===== src/rtl/cb_cfg_pkg.sv =====
// Shared types and default timing for the connection-block configuration write sequencer.
package cb_cfg_pkg;

   localparam int CFG_ADDR_W        = 6;
   localparam int CFG_LEN_W         = 8;
   localparam int CFG_SETUP_CYCLES  = 1;
   localparam int CFG_STROBE_CYCLES = 1;
   localparam int CFG_HOLD_CYCLES   = 1;

   typedef enum logic [2:0] {
      ST_IDLE,
      ST_WAIT_BIT,
      ST_SETUP,
      ST_STROBE,
      ST_HOLD
   } cfg_state_e;

   typedef logic [CFG_ADDR_W-1:0] cfg_addr_t;
   typedef logic [CFG_LEN_W-1:0]  cfg_len_t;

   // Largest of the three phase lengths, used to size the shared phase timer.
   function automatic int max3(input int a, input int b, input int c);
      int m;
      m = (a > b) ? a : b;
      return (m > c) ? m : c;
   endfunction

endpackage


===== src/rtl/cb_cfg_phase_timer.sv =====
// Loadable down-counter shared by the SETUP, STROBE and HOLD phases.
// Loading N-1 makes expired assert on the N-th cycle of the phase.
module cb_cfg_phase_timer #(
   parameter int CNT_W = 1
) (
   input  logic             prog_clk,
   input  logic             prog_reset_n,
   input  logic             load,
   input  logic [CNT_W-1:0] load_val,
   output logic             expired
);

   logic [CNT_W-1:0] count_q;

   // Count down to zero and park there; a load always wins.
   always_ff @(posedge prog_clk) begin
      if (!prog_reset_n) begin
         count_q <= '0;
      end else if (load) begin
         count_q <= load_val;
      end else if (count_q != '0) begin
         count_q <= count_q - CNT_W'(1);
      end
   end

   assign expired = (count_q == '0);

endmodule


===== src/rtl/cb_config_write_sequencer.sv =====
// Turns a burst command plus a bit stream into timed enable strobes on a
// connection-block configuration port, auto-incrementing the address per bit.
module cb_config_write_sequencer
   import cb_cfg_pkg::*;
#(
   parameter int ADDR_W        = CFG_ADDR_W,
   parameter int LEN_W         = CFG_LEN_W,
   parameter int SETUP_CYCLES  = CFG_SETUP_CYCLES,
   parameter int STROBE_CYCLES = CFG_STROBE_CYCLES,
   parameter int HOLD_CYCLES   = CFG_HOLD_CYCLES
) (
   input  logic              prog_clk,
   input  logic              prog_reset_n,
   input  logic              cmd_valid,
   output logic              cmd_ready,
   input  logic [ADDR_W-1:0] cmd_addr,
   input  logic [LEN_W-1:0]  cmd_len,
   input  logic              bit_valid,
   output logic              bit_ready,
   input  logic              bit_data,
   input  logic              abort,
   output logic              enable,
   output logic [ADDR_W-1:0] address,
   output logic              data_in,
   output logic              busy,
   output logic              done,
   output logic              err
);

   localparam int PH_MAX = max3(SETUP_CYCLES, STROBE_CYCLES, HOLD_CYCLES);
   localparam int PH_W   = $clog2(PH_MAX + 1);

   localparam logic [PH_W-1:0] SETUP_LD  = PH_W'((SETUP_CYCLES  > 0) ? SETUP_CYCLES  - 1 : 0);
   localparam logic [PH_W-1:0] STROBE_LD = PH_W'((STROBE_CYCLES > 0) ? STROBE_CYCLES - 1 : 0);
   localparam logic [PH_W-1:0] HOLD_LD   = PH_W'((HOLD_CYCLES   > 0) ? HOLD_CYCLES   - 1 : 0);

   cfg_state_e        state_q, state_d;
   logic [ADDR_W-1:0] addr_q, addr_d;
   logic [LEN_W-1:0]  rem_q, rem_d;
   logic [ADDR_W-1:0] address_d;
   logic              data_d;
   logic              done_d, err_d;
   logic              phase_end;
   logic              tmr_load, tmr_expired;
   logic [PH_W-1:0]   tmr_val;

   assign cmd_ready = (state_q == ST_IDLE) && prog_reset_n;
   assign bit_ready = (state_q == ST_WAIT_BIT);

   cb_cfg_phase_timer #(
      .CNT_W (PH_W)
   ) u_phase_timer (
      .prog_clk     (prog_clk),
      .prog_reset_n (prog_reset_n),
      .load         (tmr_load),
      .load_val     (tmr_val),
      .expired      (tmr_expired)
   );

   // Next-state, burst bookkeeping and phase-timer reload decisions.
   always_comb begin
      state_d   = state_q;
      addr_d    = addr_q;
      rem_d     = rem_q;
      address_d = address;
      data_d    = data_in;
      done_d    = 1'b0;
      err_d     = 1'b0;
      phase_end = 1'b0;
      tmr_load  = 1'b0;
      tmr_val   = '0;

      case (state_q)
         ST_IDLE: begin
            if (cmd_valid && cmd_ready) begin
               addr_d = cmd_addr;
               rem_d  = cmd_len;
               if (cmd_len == '0) begin
                  done_d = 1'b1;
               end else begin
                  state_d = ST_WAIT_BIT;
               end
            end
         end
         ST_WAIT_BIT: begin
            if (bit_valid) begin
               address_d = addr_q;
               data_d    = bit_data;
               state_d   = (SETUP_CYCLES > 0) ? ST_SETUP : ST_STROBE;
            end
         end
         ST_SETUP: begin
            if (tmr_expired) begin
               state_d = ST_STROBE;
            end
         end
         ST_STROBE: begin
            if (tmr_expired) begin
               if (HOLD_CYCLES > 0) begin
                  state_d = ST_HOLD;
               end else begin
                  phase_end = 1'b1;
               end
            end
         end
         ST_HOLD: begin
            if (tmr_expired) begin
               phase_end = 1'b1;
            end
         end
         default: state_d = ST_IDLE;
      endcase

      if (phase_end) begin
         rem_d = rem_q - LEN_W'(1);
         if (rem_q == LEN_W'(1)) begin
            done_d  = 1'b1;
            state_d = ST_IDLE;
         end else if (addr_q == '1) begin
            done_d  = 1'b1;
            err_d   = 1'b1;
            state_d = ST_IDLE;
         end else begin
            addr_d  = addr_q + ADDR_W'(1);
            state_d = ST_WAIT_BIT;
         end
      end

      if (abort && (state_q != ST_IDLE)) begin
         state_d   = ST_IDLE;
         address_d = address;
         data_d    = data_in;
         done_d    = 1'b1;
         err_d     = 1'b1;
      end

      if ((state_d != state_q) &&
          ((state_d == ST_SETUP) || (state_d == ST_STROBE) || (state_d == ST_HOLD))) begin
         tmr_load = 1'b1;
         case (state_d)
            ST_SETUP:  tmr_val = SETUP_LD;
            ST_STROBE: tmr_val = STROBE_LD;
            default:   tmr_val = HOLD_LD;
         endcase
      end
   end

   // State and registered port outputs, so enable/address/data_in never glitch.
   always_ff @(posedge prog_clk) begin
      if (!prog_reset_n) begin
         state_q <= ST_IDLE;
         addr_q  <= '0;
         rem_q   <= '0;
         enable  <= 1'b0;
         address <= '0;
         data_in <= 1'b0;
         busy    <= 1'b0;
         done    <= 1'b0;
         err     <= 1'b0;
      end else begin
         state_q <= state_d;
         addr_q  <= addr_d;
         rem_q   <= rem_d;
         enable  <= (state_d == ST_STROBE);
         address <= address_d;
         data_in <= data_d;
         busy    <= (state_d != ST_IDLE);
         done    <= done_d;
         err     <= err_d;
      end
   end

endmodule


===== config.mk =====
export PLATFORM = sky130hd
export DESIGN_NAME = cb_config_write_sequencer
export DESIGN_NICKNAME = d
export VERILOG_FILES = /design/src/rtl/cb_cfg_pkg.sv /design/src/rtl/cb_cfg_phase_timer.sv /design/src/rtl/cb_config_write_sequencer.sv
export SDC_FILE = /design/constraint.sdc
export NUM_CORES = 1
export LEC_CHECK = 0
export BUFFER_PORTS_ARGS = -buffer_cell sky130_fd_sc_hd__clkbuf_2
export CAP_MARGIN = 20
export CORE_AREA = 2 2 54 61
export DETAILED_ROUTE_END_ITERATION = 6
export DIE_AREA = 0 0 56 63
export PLACE_DENSITY = 0.77
export RECOVER_POWER = 50
export SYNTH_ARGS = -nofsm -noshare
export SYNTH_HDL_FRONTEND = slang
export SYNTH_SLANG_ARGS = --single-unit

===== constraint.sdc =====
create_clock -name prog_clk -period 2 [get_ports prog_clk]
set_input_delay 0.2 -clock prog_clk [delete_from_list [all_inputs] [get_ports prog_clk]]
set_output_delay 0.2 -clock prog_clk [all_outputs]
set_load 0.005 [all_outputs]

==> flow_summary_export.csv, run 1 <==
group,metric,value,unit
run_status,outcome,"finished, final reports clean",
timing,hold_viol,0,
detailed_routing,dr.pass1.iters,4,
setup_path,critical_path_class,"reg -> reg",
setup_path,crit-reg2reg-launch,"state_q[1]",
setup_path,cp_max_fo,12,
floorplan,initial_core_util,51.2,%
global_route,grt_pass1_vias,1384,
layout,area_growth,19.0,%
timing,fmax,532,MHz
synth,post_synth_num_cell_types,48,
timing,rsz0062_at_grt,"no",
setup_path,crit_end,"busy",
clock_network,clk_pin_slew,0.09,ns
setup_path,required,2.24,ns
floorplan,dieArea,3530,sq um
synth,synth_top_area_share,38.5,%
synth,syn-num-nets,198,
placement,io_buffers,32,
hold_path,min_path_type,"in -> reg",
setup_path,slowest_stage,"or4b_2",
detailed_routing,postRouteAntennaNets,0,
timing,min_period_over_period,94.0,%
floorplan,std_cell_rows,21,
global_route,grt_max_degree,13,
timing,setup_tns,0,ns
floorplan,core,2940,sq um
global_route,grt_pass1_wl,5.96,mm
timing,tightest_slew,0.493,ns
clock_network,clock_latency,0.33,ns
detailed_routing,vias,1478,
setup_path,crit_family,"simple AND/OR/NAND/NOR gates",
timing,finalMaxSlewViolations,0,
synth,synth_area_leaders,"dfxtp_1 39%, a21oi_1 4.6%, mux2i_1 4.6%, nand2_1 4.0%, nor2_1 3.5%",
layout,postLayoutCoreUtil,61.0,%
layout,n_antenna_cell,0,
detailed_routing,drtIter0Drc,40,
synth,synth_area,1510,sq um
timing,slew_headroom,66.8,%
detailed_routing,routed_wl,3.58,mm
global_route,grtUsageMet2,35.6,%
synth,synth-seq-cells,29,
setup_path,critPathArrivalTime,2.12,ns
global_route,grt_use_met1,24.8,%
synth,syn_area_per_cell,8.62,sq um
clock_network,cts_tree,"built",
setup_path,endpoint_kind,"flop",
setup_path,worstPathCellList,"or4b_2, o311ai_0, o21ai_0, o32ai_1",
timing,fin_crit,1.88,ns
floorplan,die_x,56,um
job,maxCapViolCount,0,
synth,ys_warn_count,0,
setup_path,cp.depth,4,
synth,synth_edf_count,0,
clock_network,cts_made_buffers,5,
setup_path,rrSetupSlack,0.12,ns
global_route,grt-busiest-layer,"met2",
global_route,grt.met3_usage,6.21,%
setup_path,worstSetupStartpointType,"flop",
timing,setup_viol,0,
layout,drive_gt1_share,24.7,%
placement,gp_congestion,0.881,
timing,clock_skew,0.00852,ns
detailed_routing,avgRoutedWirePerCell,14.4,um
clock_network,ctsRootBufferMaster,"clkbuf_4",
floorplan,die_y,63,um
pwr,power_density,688,nW/um^2
synth,yosysMostFrequentCell,"dfxtp_1",
hold_path,min_delay_path_depth,3,
setup_path,cpPeakStageDelay,0.63,ns
pwr,ir_drop,0.504,mV
setup_path,r2r-end,"busy",
global_route,grtUsageTotal,21.1,%
setup_path,path_buf_inv,0,
detailed_routing,via_per_inst,5.94,
setup_path,crit_start,"state_q[1]",
placement,dpl.hpwl,2.73,mm
synth,ys_async_sr_fraction,0,%
global_route,grt-ovfl-total,0,
clock_network,htree_levels,2,
synth,yosysSeqAreaShare,38.5,%
setup_path,r2r_cells,4,
synth,synth_commonest_cells,"29 x dfxtp_1, 16 x nand2_1, 14 x a21oi_1, 14 x nor2_1, 9 x nand3_1",
clock_network,cts-hold-fix-buffers,0,
synth,syn-instance-count,175,
clock_network,clock_sink_count,29,
synth,synth_top_area_cell,"dfxtp_1",
detailed_routing,drc,0,
floorplan,pin_count,33,
pwr,p_leak,0.768,nW
clock_network,cts_max_path_buffers,2,
global_route,antenna_found_initial,0,
layout,nNetsFinal,237,
synth,synth_ff_type,"dfxtp_1",
==> worst reg2reg max path: cells and delay by family, from the launching register on <==
kind / cells / cell delay [ns]
AO/OA/AOI/OAI: 3 / 0.59
AND/OR/NAND/NOR: 1 / 0.63
flip-flops: 1 / 0.57
==> metrics by stage <==
stage | cells | setup slack [ns] | hold slack (ns) | total power, mW | area [sq um]
2_1_floorplan | 175 | 0.261 | 0.328 | 0.764 | 1510
4_1_cts | 249 | 0.136 | 0.0960 | 1.24 | 1790
5_1_grt | 249 | 0.00766 | 0.0974 | 1.30 | 1790
3_3_place_gp | 241 | 0.224 | 0.433 | 0.833 | 1720
6_report | 249 | 0.119 | 0.0968 | 1.23 | 1790
3_5_place_dp | 241 | 0.161 | 0.446 | 0.840 | 1720
==> registers in the layout, indices dropped and copies added, names as in the netlist <==
name,count
err,1
rem_q,8
data_in,1
done,1
address,6
busy,1
enable,1
addr_q,6
state_q,3
u_phase_timer.count_q,1
==> how the worst min path moves through the flow <==
stage                 startpoint   endpoint  slack, ns
global route         cmd_addr[0]  addr_q[0]        0.1
CTS                     bit_data    data_in        0.1
detailed placement      bit_data    data_in       0.45
floorplan           prog_reset_n       done       0.33
global placement        bit_data    data_in       0.43
finish                  bit_data    data_in        0.1
==> logic make-up (layout without fill, tap and decap cells) <==
family	count (synthesis)	in the layout	synth area share [%]
other	1	1	0.249
buffers and inverters	10	50	3.32
adder cells (fa/ha/maj)	3	3	2.49
XOR/XNOR	3	3	1.74
flip-flops	29	29	38.5
AO/OA/AOI/OAI	51	51	23.6
AND/OR/NAND/NOR	71	71	25.5
multiplexers	7	7	4.65
==> power by group <==
part	total (mW)	internal (mW)	switching [mW]
Clock	0.406	0.203	0.202
Sequential	0.638	0.604	0.0341
Combinational	0.190	0.0875	0.103
Total	1.23	0.895	0.339
==> routing by layer <==
metal | vias up | share of wire, %
li1 | 742 | -
met1 | 690 | 44
met2 | 37 | 49
met3 | 9 | 4.9
met4 | 0 | 2.0
met5 | - | 0
==> placed cells by master, fill, tap and decap left out, types with 4 or more instances in the layout <==
cell and instances:
a21oi_1 14, buf_4 6, clkbuf_2 31, clkbuf_4 5
dfxtp_1 29, mux2i_1 7, nand2_1 16, nand3_1 9
nor2_1 14, nor3_1 7, nor4_1 4, o21ai_0 7
o311ai_0 4, or3_1 4
==> repair_timing <==
action	CTS	global route
endpoints found under the setup margin	0	1
setup buffers	0	0
resized for setup	0	1
==> cell type report <==
cell class | instances | area (sq um)
Inverter | 3 | 11.3
Multi-Input combinational cell | 136 | 882
Clock buffer | 7 | 65.1
Clock inverter | 1 | 5.00
Timing Repair Buffer | 39 | 208
Sequential cell | 29 | 581
Fill cell | 272 | 1150
Tap cell | 34 | 42.5
Power figures use the tool's default switching activity.
==> run 2: changes to the inputs <==
Settings changed: CORE_AREA 2 2 54 61 to 2 2 55 62, CTS_CLUSTER_DIAMETER set to 120, DIE_AREA 0 0 56 63 to 0 0 57 64, SYNTH_HIERARCHICAL set to 1.
==> flow_summary_export.csv, run 2 <==
group,metric,value,unit
run_status,outcome,"finished, final reports clean",
clock_network,cts_tree,"built",
synth,yosysMostFrequentCell,"dfxtp_1",
clock_network,cts_max_path_buffers,2,
hold_path,min_path_type,"in -> reg",
synth,synth-seq-cells,29,
timing,rsz0062_at_grt,"no",
synth,synth_top_area_cell,"dfxtp_1",
detailed_routing,drtIter0Drc,68,
layout,largest_register_ffs,8,
synth,synth_area_leaders,"dfxtp_1 37%, mux2i_1 7.6%, nor2_1 6.2%, a21oi_1 4.1%, buf_6 2.9%",
setup_path,cp_max_fo,13,
setup_path,crit_end,"address[0]",
layout,final_cell_mix,"29 x clkbuf_2, 28 x dfxtp_1, 26 x nor2_1",
detailed_routing,routed_wl,3.36,mm
detailed_routing,postRouteAntennaNets,0,
global_route,antenna_found_initial,0,
synth,syn-num-nets,203,
placement,gp_congestion,0.849,
floorplan,dieArea,3650,sq um
floorplan,initial_core_util,52.8,%
timing,fmax,570,MHz
synth,syn-instance-count,180,
layout,multi_input_area,913,sq um
layout,area_growth,16.2,%
synth,synth_commonest_cells,"29 x dfxtp_1, 26 x nor2_1, 13 x a21oi_1",
detailed_routing,avgRoutedWirePerCell,13.3,um
synth,post_synth_num_cell_types,50,
synth,syn_area_per_cell,8.78,sq um
global_route,grtUsageTotal,20.2,%
placement,dpl.hpwl,2.47,mm
clock_network,clock_latency,0.33,ns
layout,n_antenna_cell,0,
synth,ys_async_sr_fraction,0,%
placement,placed_cell_area,1770,sq um
clock_network,ctsRootBufferMaster,"clkbuf_4",
layout,largest_registers,"rem_q: 8 flops, addr_q: 6 flops, address: 6 flops",
layout,drive_gt1_share,25.2,%
setup_path,critPathArrivalTime,1.97,ns
setup_path,r2r_cells,4,
global_route,grt-ovfl-total,0,
layout,regArea,582,sq um
clock_network,cts-hold-fix-buffers,0,
global_route,grt_pass1_wl,5.87,mm
global_route,grt_pass1_vias,1404,
job,maxCapViolCount,0,
detailed_routing,drc,0,
synth,synth_top_area_share,36.7,%
layout,final.fill_count,271,
setup_path,crit_start,"state_q[0]",
setup_path,endpoint_kind,"flop",
synth,synth_ff_type,"dfxtp_1",
setup_path,worstSetupStartpointType,"flop",
setup_path,r2r-end,"address[0]",
timing,min_period_over_period,87.8,%
clock_network,cts_setup_buffers,0,
timing,timing.hold.ws,0.107,ns
timing,clock_skew,0.00576,ns
timing,setup_tns,0,ns
pwr,p_leak,0.708,nW
layout,regMostFlops,"rem_q",
detailed_routing,vias,1421,
placement,io_buffers,32,
setup_path,critical_path_class,"reg -> reg",
layout,nNetsFinal,240,
layout,fin_area,1840,sq um
floorplan,core,3000,sq um
layout,final_common_cell,"clkbuf_2",
timing,hold_viol,0,
synth,ys_warn_count,6,
floorplan,pin_count,33,
pwr,power_density,695,nW/um^2
clock_network,clock_sink_count,29,
synth,synth_edf_count,0,
clock_network,cts_resized,0,
floorplan,die_x,57,um
floorplan,std_cell_rows,21,
timing,fin_crit,1.76,ns
timing,setup_viol,0,
clock_network,htree_levels,2,
clock_network,cts_made_buffers,5,
setup_path,crit-reg2reg-launch,"state_q[0]",
floorplan,die_y,64,um
synth,yosysSeqAreaShare,36.7,%
global_route,grt_max_degree,24,
setup_path,required,2.21,ns
detailed_routing,dr.pass1.iters,7,
pwr,total_power,1.28,mW
detailed_routing,via_per_inst,5.64,
setup_path,rrSetupSlack,0.24,ns
timing,finalMaxSlewViolations,0,
pwr,ir_drop,0.541,mV
synth,synth_area,1580,sq um
clock_network,clk_pin_slew,0.09,ns
-- run 2: worst min-delay path by stage --
| stage | start | end | slack [ns] | depth (start not counted) |
|---|---|---|---|---|
| 2_1_floorplan | prog_reset_n | busy | 0.32 | 1 |
| 3_3_place_gp | bit_data | data_in | 0.44 | 3 |
| 3_5_place_dp | cmd_len[6] | rem_q[6] | 0.45 | 3 |
| 4_1_cts | bit_data | data_in | 0.10 | 3 |
| 5_1_grt | cmd_len[6] | rem_q[6] | 0.11 | 3 |
| 6_report | cmd_len[6] | rem_q[6] | 0.11 | 3 |
-- run 2: per-layer routing --
metal	part of all wire (%)	up-vias	track usage, %
li1	-	727	-
met1	46	646	25.1
met4	1.8	0	10.2
met3	4.9	9	4.45
met5	0	-	0
met2	48	39	32.6
-- run 2: stage by stage --
step / cells / utilization, % / setup slack [ns]
2_1_floorplan: 180 / - / 0.468
3_3_place_gp: 244 / 58.9 / 0.304
3_5_place_dp: 244 / 58.9 / 0.232
4_1_cts: 252 / 61.8 / 0.217
5_1_grt: 252 / 61.3 / 0.0777
6_report: 252 / 61.3 / 0.244
-- run 2: area by class of cell --
| class | count | area share, % |
|---|---|---|
| well taps | 34 | 2.32 |
| multi-input cells | 139 | 49.8 |
| clock inverters | 1 | 1.64 |
| inverters | 4 | 0.818 |
| repair buffers | 38 | 10.8 |
| flip-flops and latches | 29 | 31.7 |
| clock buffers | 7 | 3.00 |
-- run 2: power by group --
group          internal [mW]  total (mW)  switching, mW
clock network          0.298       0.498          0.199
logic                 0.0751       0.157         0.0820
registers              0.598       0.621         0.0229
total                  0.971        1.28          0.304
-- run 2: kinds of logic after synthesis --
family	count (synthesis)	synth area share, %
AO/OA/AOI/OAI	37	16.6
XOR/XNOR	3	1.66
adder cells (fa/ha/maj)	3	2.38
buffers and inverters	12	4.91
flip-flops	29	36.7
multiplexers	13	8.31
other	1	0.237
AND/OR/NAND/NOR	82	29.1
-- run 2: worst max-delay path, stage by stage (launching register included) --
cell and delay [ns]:
dfxtp_1 0.38, clkbuf_1 0.42, and4b_1 0.55, mux2i_1 0.24, nor2_1 0.05
==> run 3: changes to the inputs <==
Settings changed: CAP_MARGIN 20 to unset, CTS_BUF_LIST set to sky130_fd_sc_hd__clkbuf_16.
==> flow_summary_export.csv, run 3 (synthesis gave the netlist of run 2 again) <==
group,metric,value,unit
timing,fmax,554,MHz
timing,rsz0062_at_grt,"no",
setup_path,critPathArrivalTime,1.96,ns
clock_network,cts_setup_buffers,0,
layout,finalNonFillerCells,252,
clock_network,htree_levels,2,
timing,finalMaxSlewViolations,0,
clock_network,cts_resized,0,
job,maxCapViolCount,0,
layout,nNetsFinal,240,
timing,setup_viol,0,
placement,place_inst,244,
detailed_routing,postRouteAntennaNets,0,
detailed_routing,drtIter0Drc,63,
layout,largest_register_ffs,8,
setup_path,slowest_stage,"dfxtp_1",
setup_path,cpPeakStageDelay,0.56,ns
layout,largest_registers,"rem_q: 8 flops, addr_q: 6 flops, address: 6 flops",
layout,drive_gt1_share,24.3,%
timing,clock_skew,0.00436,ns
hold_path,min_delay_path_depth,3,
floorplan,dieArea,3650,sq um
timing,min_period_over_period,90.3,%
timing,timing.hold.ws,0.173,ns
clock_network,cts_max_path_buffers,2,
global_route,grtUsageMet2,34.8,%
global_route,grt_use_met1,25.4,%
setup_path,r2r_cells,5,
global_route,grt_pass1_wl,6.09,mm
placement,dpl.hpwl,2.47,mm
pwr,p_leak,0.744,nW
layout,final_cell_mix,"29 x dfxtp_1, 29 x clkbuf_2, 26 x nor2_1",
layout,regMostFlops,"rem_q",
detailed_routing,dr.pass1.iters,4,
floorplan,die_x,57,um
timing,hold_viol,0,
clock_network,cts_made_buffers,5,
layout,postLayoutCoreUtil,63.8,%
detailed_routing,drc,0,
global_route,grt-busiest-layer,"met2",
setup_path,endpoint_kind,"flop",
placement,gp_congestion,0.849,
pwr,power_density,835,nW/um^2
run_status,outcome,"finished, final reports clean",
global_route,antenna_found_initial,0,
detailed_routing,vias,1437,
timing,setup_tns,0,ns
floorplan,die_y,64,um
hold_path,min_path_type,"in -> reg",
clock_network,clock_sink_count,29,
floorplan,std_cell_rows,21,
clock_network,clk_pin_slew,0.05,ns
setup_path,cp_max_fo,12,
clock_network,clock_latency,0.27,ns
detailed_routing,avgRoutedWirePerCell,13.9,um
layout,area_growth,21.0,%
global_route,grtUsageTotal,20.9,%
global_route,grt-ovfl-total,0,
setup_path,critical_path_class,"reg -> reg",
global_route,grt.met3_usage,4.45,%
floorplan,core,3000,sq um
layout,n_antenna_cell,0,
clock_network,cts-hold-fix-buffers,0,
timing,fin_crit,1.81,ns
setup_path,required,2.16,ns
global_route,grt_pass1_vias,1455,
pwr,ir_drop,0.876,mV
setup_path,worstSetupStartpointType,"flop",
placement,io_buffers,32,
detailed_routing,routed_wl,3.51,mm
floorplan,pin_count,33,
clock_network,ctsRootBufferMaster,"clkbuf_16",
setup_path,worstPathCellList,"nor3_1, and3_1, a221oi_2, nor3_2, o21a_1",
global_route,grt_max_degree,24,
clock_network,cts_tree,"built",
detailed_routing,via_per_inst,5.70,
pwr,total_power,1.60,mW
floorplan,initial_core_util,52.8,%
## run 3: metrics by stage
| stage | instance area (sq um) | worst slack, ns |
|---|---|---|
| finish | 1910 | 0.195 |
| global route | 1910 | 0.00529 |
| CTS | 1930 | 0.220 |
| detailed placement | 1770 | 0.232 |
| global placement | 1770 | 0.304 |
| floorplan | 1580 | 0.468 |
## run 3: worst paths after layout
path / start / endpoint / slack [ns]
worst max-delay path: state_q[1] / busy / 0.19
worst min register to register: rem_q[7] / rem_q[7] / 0.47
worst min-delay path: cmd_len[6] / rem_q[6] / 0.17
worst max register to register: state_q[1] / busy / 0.19
## run 3: where the power goes
part | switching [mW] | internal [mW]
combinational | 0.0832 | 0.0762
sequential | 0.0231 | 0.600
clock | 0.238 | 0.576
## run 3: worst max-delay path: cells and delay by family (launching register included)
kind            cells  cell delay, ns
compound gates      2            0.57
flops               1            0.56
simple gates        3            0.56
## run 3: final cells by class
cell class	count	area, sq um
Multi-Input combinational cell	139	913
Fill cell	258	1080
Clock buffer	5	125
Inverter	4	15.0
Clock inverter	3	37.5
Timing Repair Buffer	38	198
Sequential cell	29	581
Tap cell	34	42.5
## run 3: routing by layer
metal	wire length (um)	share of wire (%)	up-vias
li1	-	-	727
met1	1560	44	669
met2	1750	50	36
met3	152	4.3	5
met4	44	1.3	0
met5	0	0	-
